==> config.mk <==
export PLATFORM = sky130hd
export DESIGN_NAME = multicyc_ctrl_fsm
export DESIGN_NICKNAME = d
export VERILOG_FILES = /design/src/rtl/multicyc_ctrl_fsm.sv
export SDC_FILE = /design/constraint.sdc
export NUM_CORES = 1
export LEC_CHECK = 0
export CAP_MARGIN = 20
export CORE_ASPECT_RATIO = 1.4
export CORE_UTILIZATION = 40
export DETAILED_ROUTE_END_ITERATION = 8
export PLACE_DENSITY = 0.7
export SKIP_CTS_REPAIR_TIMING = 1
export SYNTH_ARGS = -nofsm -noshare
export SYNTH_HDL_FRONTEND = slang
export SYNTH_SLANG_ARGS = --single-unit
==> constraint.sdc <==
create_clock -name clk -period 2.35 [get_ports clk]
set_input_delay 0.235 -clock clk [delete_from_list [all_inputs] [get_ports clk]]
set_output_delay 0.235 -clock clk [all_outputs]
set_load 0.03 [all_outputs]
==> src/rtl/multicyc_ctrl_fsm.sv <==
// multicyc_ctrl_fsm -- multicycle MIPS control unit.
//
// Sequences each instruction through Fetch/Decode/execute/writeback states
// and drives every datapath mux select and write strobe. Memory accesses use
// a request/ready handshake with wait states, guarded by an optional watchdog
// that traps when memory does not answer. Illegal opcodes can trap or be
// skipped as NOPs.
//
// Ports:
//   clk, rst        clock; asynchronous active-high reset
//   opcode          IR[31:26], stable outside Fetch
//   zero            ALU zero flag (branch condition)
//   mem_ready       memory completes the current request this cycle
//   mem_req/mem_we  memory request and write qualifier
//   mem_addr_sel    0 PC, 1 ALUout
//   ir_we, pc_we    instruction register / PC load
//   alu_srca_sel    0 PC, 1 Rs
//   alu_srcb_sel    0 Rt, 1 Four, 2 Imm, 3 BeqImm
//   alu_op          0 ADD, 1 SUB, 2 ADDU, 3 AND, 4 OR, 5 XOR, 6 RR
//   imm_zext        zero-extend the immediate
//   reg_we          register file write
//   wreg_dst_sel    0 Rt, 1 Rd
//   wrbck_data_sel  0 ALUout, 1 MemData
//   nxt_pc_sel      0 PCPlus4, 1 PCBranch, 2 PCJmp
//   trap            sticky trap flag (cleared only by reset)
//   trap_cause      0 none, 1 illegal opcode, 2 bus timeout
//   state_o         current state, for debug
`timescale 1ns/1ps
module multicyc_ctrl_fsm #(
  parameter int TIMEOUT = 16,
  parameter bit TRAP_EN = 1'b1,
  parameter int ALUOP_W = 4
) (
  input  logic               clk,
  input  logic               rst,
  input  logic [5:0]         opcode,
  input  logic               zero,
  input  logic               mem_ready,
  output logic               mem_req,
  output logic               mem_we,
  output logic               mem_addr_sel,
  output logic               ir_we,
  output logic               pc_we,
  output logic               alu_srca_sel,
  output logic [1:0]         alu_srcb_sel,
  output logic [ALUOP_W-1:0] alu_op,
  output logic               imm_zext,
  output logic               reg_we,
  output logic               wreg_dst_sel,
  output logic               wrbck_data_sel,
  output logic [1:0]         nxt_pc_sel,
  output logic               trap,
  output logic [1:0]         trap_cause,
  output logic [3:0]         state_o
);

  localparam logic [3:0] ST_FETCH    = 4'd0;
  localparam logic [3:0] ST_DECODE   = 4'd1;
  localparam logic [3:0] ST_MEMADDR  = 4'd2;
  localparam logic [3:0] ST_MEMRD    = 4'd3;
  localparam logic [3:0] ST_MEMWRBCK = 4'd4;
  localparam logic [3:0] ST_MEMWR    = 4'd5;
  localparam logic [3:0] ST_RREXEC   = 4'd6;
  localparam logic [3:0] ST_RRWRBCK  = 4'd7;
  localparam logic [3:0] ST_BRANCH   = 4'd8;
  localparam logic [3:0] ST_JMP      = 4'd9;
  localparam logic [3:0] ST_RIEXEC   = 4'd10;
  localparam logic [3:0] ST_RIWRBCK  = 4'd11;
  localparam logic [3:0] ST_TRAP     = 4'd12;

  localparam logic [5:0] OP_RR    = 6'b000000;
  localparam logic [5:0] OP_LW    = 6'b100011;
  localparam logic [5:0] OP_SW    = 6'b101011;
  localparam logic [5:0] OP_BEQ   = 6'b000100;
  localparam logic [5:0] OP_BNE   = 6'b000101;
  localparam logic [5:0] OP_J     = 6'b000010;
  localparam logic [5:0] OP_ADDI  = 6'b001000;
  localparam logic [5:0] OP_ADDIU = 6'b001001;
  localparam logic [5:0] OP_ANDI  = 6'b001100;
  localparam logic [5:0] OP_ORI   = 6'b001101;
  localparam logic [5:0] OP_XORI  = 6'b001110;

  localparam logic [ALUOP_W-1:0] ALU_ADD  = ALUOP_W'(0);
  localparam logic [ALUOP_W-1:0] ALU_SUB  = ALUOP_W'(1);
  localparam logic [ALUOP_W-1:0] ALU_ADDU = ALUOP_W'(2);
  localparam logic [ALUOP_W-1:0] ALU_AND  = ALUOP_W'(3);
  localparam logic [ALUOP_W-1:0] ALU_OR   = ALUOP_W'(4);
  localparam logic [ALUOP_W-1:0] ALU_XOR  = ALUOP_W'(5);
  localparam logic [ALUOP_W-1:0] ALU_RR   = ALUOP_W'(6);

  localparam logic [1:0] CAUSE_ILLEGAL = 2'd1;
  localparam logic [1:0] CAUSE_TIMEOUT = 2'd2;

  logic [3:0] stateReg, stateNext;
  logic [1:0] causeReg, causeNext;
  logic       memReqRaw;
  logic       wdExpire;

  // The three states that talk to memory; the watchdog only runs here.
  assign memReqRaw = (stateReg == ST_FETCH) || (stateReg == ST_MEMRD) ||
                     (stateReg == ST_MEMWR);

  generate
    if (TIMEOUT > 0) begin : gWatchdog
      localparam int WD_W = $clog2(TIMEOUT + 1);
      localparam logic [WD_W-1:0] WD_LAST = WD_W'(TIMEOUT - 1);
      logic [WD_W-1:0] wdCntReg;

      always_ff @(posedge clk or posedge rst) begin
        if (rst) begin
          wdCntReg <= '0;
        end else if (memReqRaw && !mem_ready) begin
          wdCntReg <= wdCntReg + 1'b1;
        end else begin
          wdCntReg <= '0;
        end
      end

      // Fires on the TIMEOUT-th consecutive unanswered cycle, so ready in
      // that same cycle still wins.
      assign wdExpire = memReqRaw && !mem_ready && (wdCntReg == WD_LAST);
    end else begin : gNoWatchdog
      assign wdExpire = 1'b0;
    end
  endgenerate

  always_ff @(posedge clk or posedge rst) begin
    if (rst) begin
      stateReg <= ST_FETCH;
      causeReg <= 2'd0;
    end else begin
      stateReg <= stateNext;
      causeReg <= causeNext;
    end
  end

  always_comb begin
    stateNext = stateReg;
    causeNext = causeReg;
    case (stateReg)
      ST_FETCH: begin
        if (mem_ready) begin
          stateNext = ST_DECODE;
        end else if (wdExpire) begin
          stateNext = ST_TRAP;
          causeNext = CAUSE_TIMEOUT;
        end
      end
      ST_DECODE: begin
        case (opcode)
          OP_LW, OP_SW:   stateNext = ST_MEMADDR;
          OP_RR:          stateNext = ST_RREXEC;
          OP_BEQ, OP_BNE: stateNext = ST_BRANCH;
          OP_J:           stateNext = ST_JMP;
          OP_ADDI, OP_ADDIU, OP_ANDI, OP_ORI, OP_XORI: stateNext = ST_RIEXEC;
          default: begin
            if (TRAP_EN) begin
              stateNext = ST_TRAP;
              causeNext = CAUSE_ILLEGAL;
            end else begin
              stateNext = ST_FETCH;
            end
          end
        endcase
      end
      ST_MEMADDR:  stateNext = (opcode == OP_SW) ? ST_MEMWR : ST_MEMRD;
      ST_MEMRD: begin
        if (mem_ready) begin
          stateNext = ST_MEMWRBCK;
        end else if (wdExpire) begin
          stateNext = ST_TRAP;
          causeNext = CAUSE_TIMEOUT;
        end
      end
      ST_MEMWRBCK: stateNext = ST_FETCH;
      ST_MEMWR: begin
        if (mem_ready) begin
          stateNext = ST_FETCH;
        end else if (wdExpire) begin
          stateNext = ST_TRAP;
          causeNext = CAUSE_TIMEOUT;
        end
      end
      ST_RREXEC:   stateNext = ST_RRWRBCK;
      ST_RRWRBCK:  stateNext = ST_FETCH;
      ST_BRANCH:   stateNext = ST_FETCH;
      ST_JMP:      stateNext = ST_FETCH;
      ST_RIEXEC:   stateNext = ST_RIWRBCK;
      ST_RIWRBCK:  stateNext = ST_FETCH;
      ST_TRAP:     stateNext = ST_TRAP;
      default:     stateNext = ST_FETCH;
    endcase
  end

  // ALU function for register-immediate instructions.
  logic [ALUOP_W-1:0] riAluOp;
  logic               riZext;
  always_comb begin
    riAluOp = ALU_ADD;
    riZext  = 1'b0;
    case (opcode)
      OP_ADDIU: riAluOp = ALU_ADDU;
      OP_ANDI: begin riAluOp = ALU_AND; riZext = 1'b1; end
      OP_ORI:  begin riAluOp = ALU_OR;  riZext = 1'b1; end
      OP_XORI: begin riAluOp = ALU_XOR; riZext = 1'b1; end
      default: riAluOp = ALU_ADD;
    endcase
  end

  logic irWeRaw, pcWeRaw, regWeRaw, memWeRaw;

  always_comb begin
    irWeRaw        = 1'b0;
    pcWeRaw        = 1'b0;
    regWeRaw       = 1'b0;
    memWeRaw       = 1'b0;
    mem_addr_sel   = 1'b0;
    alu_srca_sel   = 1'b0;
    alu_srcb_sel   = 2'd0;
    alu_op         = ALU_ADD;
    imm_zext       = 1'b0;
    wreg_dst_sel   = 1'b0;
    wrbck_data_sel = 1'b0;
    nxt_pc_sel     = 2'd0;
    case (stateReg)
      ST_FETCH: begin
        alu_srcb_sel = 2'd1;
        irWeRaw      = mem_ready;
        pcWeRaw      = mem_ready;
      end
      ST_DECODE:   alu_srcb_sel = 2'd3;
      ST_MEMADDR: begin
        alu_srca_sel = 1'b1;
        alu_srcb_sel = 2'd2;
      end
      ST_MEMRD:    mem_addr_sel = 1'b1;
      ST_MEMWRBCK: begin
        regWeRaw       = 1'b1;
        wrbck_data_sel = 1'b1;
      end
      ST_MEMWR: begin
        mem_addr_sel = 1'b1;
        memWeRaw     = 1'b1;
      end
      ST_RREXEC: begin
        alu_srca_sel = 1'b1;
        alu_op       = ALU_RR;
      end
      ST_RRWRBCK: begin
        regWeRaw     = 1'b1;
        wreg_dst_sel = 1'b1;
      end
      ST_BRANCH: begin
        alu_srca_sel = 1'b1;
        alu_op       = ALU_SUB;
        nxt_pc_sel   = 2'd1;
        pcWeRaw      = (opcode == OP_BNE) ? !zero : zero;
      end
      ST_JMP: begin
        nxt_pc_sel = 2'd2;
        pcWeRaw    = 1'b1;
      end
      ST_RIEXEC, ST_RIWRBCK: begin
        alu_srca_sel = 1'b1;
        alu_srcb_sel = 2'd2;
        alu_op       = riAluOp;
        imm_zext     = riZext;
        regWeRaw     = (stateReg == ST_RIWRBCK);
      end
      default: begin
      end
    endcase
  end

  // Strobes are gated by rst so an in-flight access is abandoned immediately.
  assign mem_req = memReqRaw && !rst;
  assign mem_we  = memWeRaw && !rst;
  assign ir_we   = irWeRaw && !rst;
  assign pc_we   = pcWeRaw && !rst;
  assign reg_we  = regWeRaw && !rst;

  assign trap       = (stateReg == ST_TRAP);
  assign trap_cause = causeReg;
  assign state_o    = stateReg;

endmodule

After elaboration in Yosys (flattened, before gate mapping)
Cells that the tools add are included.
{ "op_classes": {"addsub": 1, "n_eq_ne": 26, "muxes": 27, "n_reduce_logical": 27} }
{ "op_table": {"columns": ["cell", "count"], "rows": [
  ["4-bit case mux with 8 select lines", 1],
  ["6-bit by 4-bit == test with 1-bit output, second input constant", 5],
  ["4-bit == test, second input constant", 5],
  ["4-bit case mux with 5 select lines", 1],
  ["4-bit by 3-bit == test with 1-bit output, second input constant", 4],
  ["4-bit two-way mux", 4],
  ["6-bit by 3-bit == test with 1-bit output, second input constant", 2],
  ["6-bit == test, second input constant", 2],
  ["3-bit case mux with 4 select lines", 1],
  ["11-bit OR reduction", 1],
  ["2-bit OR reduction", 5],
  ["5-bit OR reduction", 2],
  ["1-bit two-way mux", 9],
  ["3-bit case mux with 3 select lines", 1],
  ["3-bit OR reduction", 3],
  ["4-bit by 2-bit == test with 1-bit output, second input constant", 2],
  ["2-bit case mux with 2 select lines", 2],
  ["1-bit logical AND", 7],
  ["6-bit by 2-bit == test with 1-bit output, second input constant", 1],
  ["6-bit logical NOT", 1],
  ["2-bit two-way mux", 3],
  ["2-bit case mux with 3 select lines", 1],
  ["5-bit by 1-bit adder with 5-bit output, second input constant", 1],
  ["5-bit by 4-bit == test with 1-bit output, second input constant", 1],
  ["12 further kinds", 16]
]} }
{ "totals": {"reg_bits": 11, "word_cells": 84} }

Logic depth before layout (Yosys ltp)
{ "logic_depth": {"ltp_word": 8, "depth_mapped": 7, "depth_no_buf": 7} }

Least setup slack after synthesis
Ideal clock, no wire load.
{ "synth_timing": {"path_type": "flip-flop to output port", "startpoint": "register stateReg[3], in the netlist state_o[3]", "endpoint": "output alu_srca_sel", "arrival_ps": 1870, "required_ps": 2115, "slack_ps": 245, "stages_incl_launch_ff": 6, "cell_sequence": "dfrtp_1 > buf_6 > buf_2 > nor2b_1 > nor2_1 > o21ai_0"} }
{ "synth_via": {"elab_chain_len": 3} }
{ "synth_rtl": {"columns": ["element", "line_no", "source"], "rows": [
  ["start, declared", "94", "logic [3:0] stateReg, stateNext;"],
  ["start signal, assigned", "132", "stateReg <= stateNext;"],
  ["4-bit == test, or another cell as far along", "225", "case (stateReg)"],
  ["5-bit OR reduction (no line) (*)", null, null],
  ["1-bit two-way mux (*)", "225", null],
  ["end, declared", "44", "output logic alu_srca_sel,"]
]} }
Mark *: on every way between the ends. The rest lies on a longest branch, timed or not.

Worst setup path in the final report
{ "layout_timing": {"startpoint": "register stateReg[1], in the netlist state_o[1]", "endpoint": "output reg_we"} }
{ "layout_via": {"elab_chain_len": 4} }
{ "layout_rtl": {"columns": ["element", "line_no", "source"], "rows": [
  ["4-bit == test, or another cell as far along", "225, 268", null],
  ["2-bit OR reduction", null, null],
  ["1-bit case mux with 2 select lines (*)", "225", null],
  ["1-bit logical AND (*)", "280", "assign reg_we = regWeRaw && !rst;"],
  ["end, declared", "48", "output logic reg_we,"]
]} }
Marks and branches as above.

==> impl_metrics.json <==
{
  "critPathKind": "reg2out",
  "track_usage": 0.207,
  "power.total_mw": 1.55,
  "rows": 22,
  "critPathCaptureType": "primary output",
  "top_layer": "met4",
  "regToRegStartpoint": "gWatchdog.wdCntReg[0]",
  "first_iter_violations": 37,
  "finalSetupViolations": 0,
  "min_period_ps": 2260,
  "synthCells": 147,
  "min_path_type": "in2async",
  "cts_made_buffers": 3,
  "die_h_um": 64.4,
  "synth-main-ff-cell": "dfrtp_1",
  "maxCapViolCount": 0,
  "dp.cells": 211,
  "vias": 1151,
  "worstPathCellList": "or2_1 > nor2_1 > o21a_1 > clkdlybuf4s50_1",
  "grt_overflow": 0,
  "cp_slowest_stage_delay_ps": 660,
  "grt_pass1_wl_um": 4700,
  "p_leak_nw": 0.634,
  "cts_root_buf": "clkbuf_4",
  "ys_seq_area_frac": 0.248,
  "avgRoutedWirePerCell_um": 13.2,
  "layout.cells.non_filler": 215,
  "cts_tree": "done",
  "status": "complete, no violations",
  "grt_max_degree": 15,
  "pre_cts_slack_ps": 260,
  "async_reset_ff_frac": 1.00,
  "syn_area_per_cell_um2": 7.56,
  "synthToLayoutAreaGrowth_pct": 35.2,
  "route.met3.wl_um": 113,
  "worst_ep_arrival_time_ps": 2020,
  "setup_ws_ps": 94.5,
  "path_buf_inv": 1,
  "clockBufferDepth": 2,
  "clkSlewWorstSetupHoldPaths_ps": 70,
  "ys_ff_latch": 11,
  "startpoint": "state_o[1]",
  "hold_violations": 0,
  "core_region_area_mm2": 0.00264,
  "fin_area_mm2": 0.00150,
  "numPortBuffers": 33,
  "maxSlewViolCount": 0,
  "hpwlAfterDp_um": 2160,
  "synthDistinctLibCells": 51,
  "antenna_found_initial": 0,
  "dr.pass1.iters": 4,
  "cp-start-kind": "flip-flop",
  "gp_congestion": 0.826,
  "dpl_cell_area_mm2": 0.00147,
  "antenna_cells": 0,
  "syn_nets": 159,
  "dieArea_mm2": 0.00300,
  "cp_top_family": "buffers and inverters",
  "io_pins": 35,
  "cpMaxStageDelayCell": "clkdlybuf4s50_1",
  "grt_pass1_vias": 1051,
  "htreeDepth": 1,
  "dr_wl_met2_um": 1530,
  "clk_latency_ps": 260,
  "powerDensity_mw_per_mm2": 1030,
  "cp.required_ps": 2120,
  "fmax_ghz": 0.443,
  "via_per_inst": 5.35,
  "yosysWarningCount": 0,
  "crit_fanout": 7,
  "clock_sinks": 11,
  "drive_gt1_frac": 0.156,
  "drc_errors": 0,
  "skew_ps": 0.682,
  "fin_crit_sh": 0.960,
  "drt-total-wl_um": 2840,
  "syn_area_mm2": 0.00111,
  "fin_nets": 192,
  "die_w_um": 46.5,
  "synth_edf_count": 0,
  "ant_nets": 0,
  "met1Wirelength_um": 1180,
  "start_util": 0.420,
  "ir_worst_vdd_v": 0.000595,
  "rsz0062_at_grt": "no"
}
-- placed cells by master, fill, tap and decap left out, drive strengths merged, types with 3 or more instances in the layout --
cell type,n
buf,14
dfrtp,11
o21ai,3
xor2,4
clkbuf,4
inv,7
nor2,22
nand2,8
nand3,4
nor2b,5
nor3,6
clkdlybuf4s50,26
xnor2,4
a21oi,10
nand2b,4
-- sequential cells by signal, indices dropped and copies added (netlist names) --
register / flops
trap_cause: 2
state_o: 4
gWatchdog.wdCntReg: 5
-- cell type report --
class                   count  area [um^2]
clock buffers               4         26.3
fillers                   275         1140
inverters                   7         26.3
multi-input cells         115          737
flip-flops and latches     11          278
well taps                  36         45.0
repair buffers             42          390
-- tightest hold or removal path, stage by stage --
cell and delay (ps):
clkdlybuf4s50_1 480, inv_1 110, buf_4 210
-- final timing paths --
check                      cells past startpoint  slack (ps)                    end
min in group clk                               1         480  gWatchdog.wdCntReg[0]
max                                            4          90                 reg_we
max in group asynchronous                      3        1750             state_o[3]
max reg2reg                                    7         420             state_o[2]
min reg2reg                                    1         480  gWatchdog.wdCntReg[0]
min                                            3         420             state_o[2]
-- synth_stat cells (2+ instances only) --
| master | number | area share |
|---|---|---|
| nand3_1 | 3 | 0.014 |
| a211o_1 | 2 | 0.016 |
| o21a_1 | 2 | 0.014 |
| nor3b_1 | 2 | 0.014 |
| and2_1 | 2 | 0.011 |
| inv_1 | 7 | 0.024 |
| nor2_1 | 22 | 0.074 |
| nand3b_1 | 2 | 0.014 |
| nand4_1 | 2 | 0.011 |
| clkbuf_1 | 2 | 0.0068 |
| nand2_1 | 8 | 0.027 |
| a21oi_1 | 10 | 0.045 |
| xnor2_1 | 4 | 0.032 |
| a31oi_1 | 2 | 0.011 |
| and3_1 | 2 | 0.011 |
| ha_1 | 2 | 0.023 |
| xor2_1 | 4 | 0.032 |
| o21ai_0 | 3 | 0.014 |
| o22ai_1 | 2 | 0.011 |
| nor2b_1 | 5 | 0.028 |
| buf_2 | 9 | 0.041 |
| nor3_1 | 6 | 0.027 |
| dfrtp_1 | 11 | 0.25 |
| nand2b_1 | 4 | 0.023 |
| a211oi_1 | 2 | 0.014 |
| or4b_1 | 2 | 0.018 |
-- stage by stage --
stage / utilization / TNS (ps) / hold slack (ps)
after floorplan: - / 0 / 104
after detailed placement: 0.555 / 0 / 476
after global routing: 0.569 / 0 / 457
after CTS: 0.565 / -50.5 / 427
after global placement: 0.555 / 0 / 456
final: 0.569 / 0 / 424
-- layer usage --
| layer | GRT usage | up-vias |
|---|---|---|
| li1 | - | 584 |
| met1 | 0.261 | 526 |
| met2 | 0.359 | 37 |
| met3 | 0.0254 | 4 |
| met4 | 0.0441 | 0 |
| met5 | 0 | - |
-- kinds of logic (layout without fill, tap and decap cells) --
logic type,after synthesis,count (layout),synth area share
buffers and inverters,21,53,0.0912
XOR/XNOR,8,8,0.0631
AND/OR/NAND/NOR,69,69,0.347
adder cells (fa/ha/maj),2,2,0.0225
other,1,1,0.00338
AO/OA/AOI/OAI,35,35,0.225
flip-flops,11,11,0.248
-- power by group --
part           total (mW)  switching [mW]  leakage [nW]  internal (mW)
sequential          0.335          0.0895         0.142          0.245
clock               0.126          0.0608        0.0150         0.0655
combinational        1.09           0.614         0.477          0.477
total                1.55           0.765         0.634          0.787
Note: power is estimated with default switching activity, not from simulation.
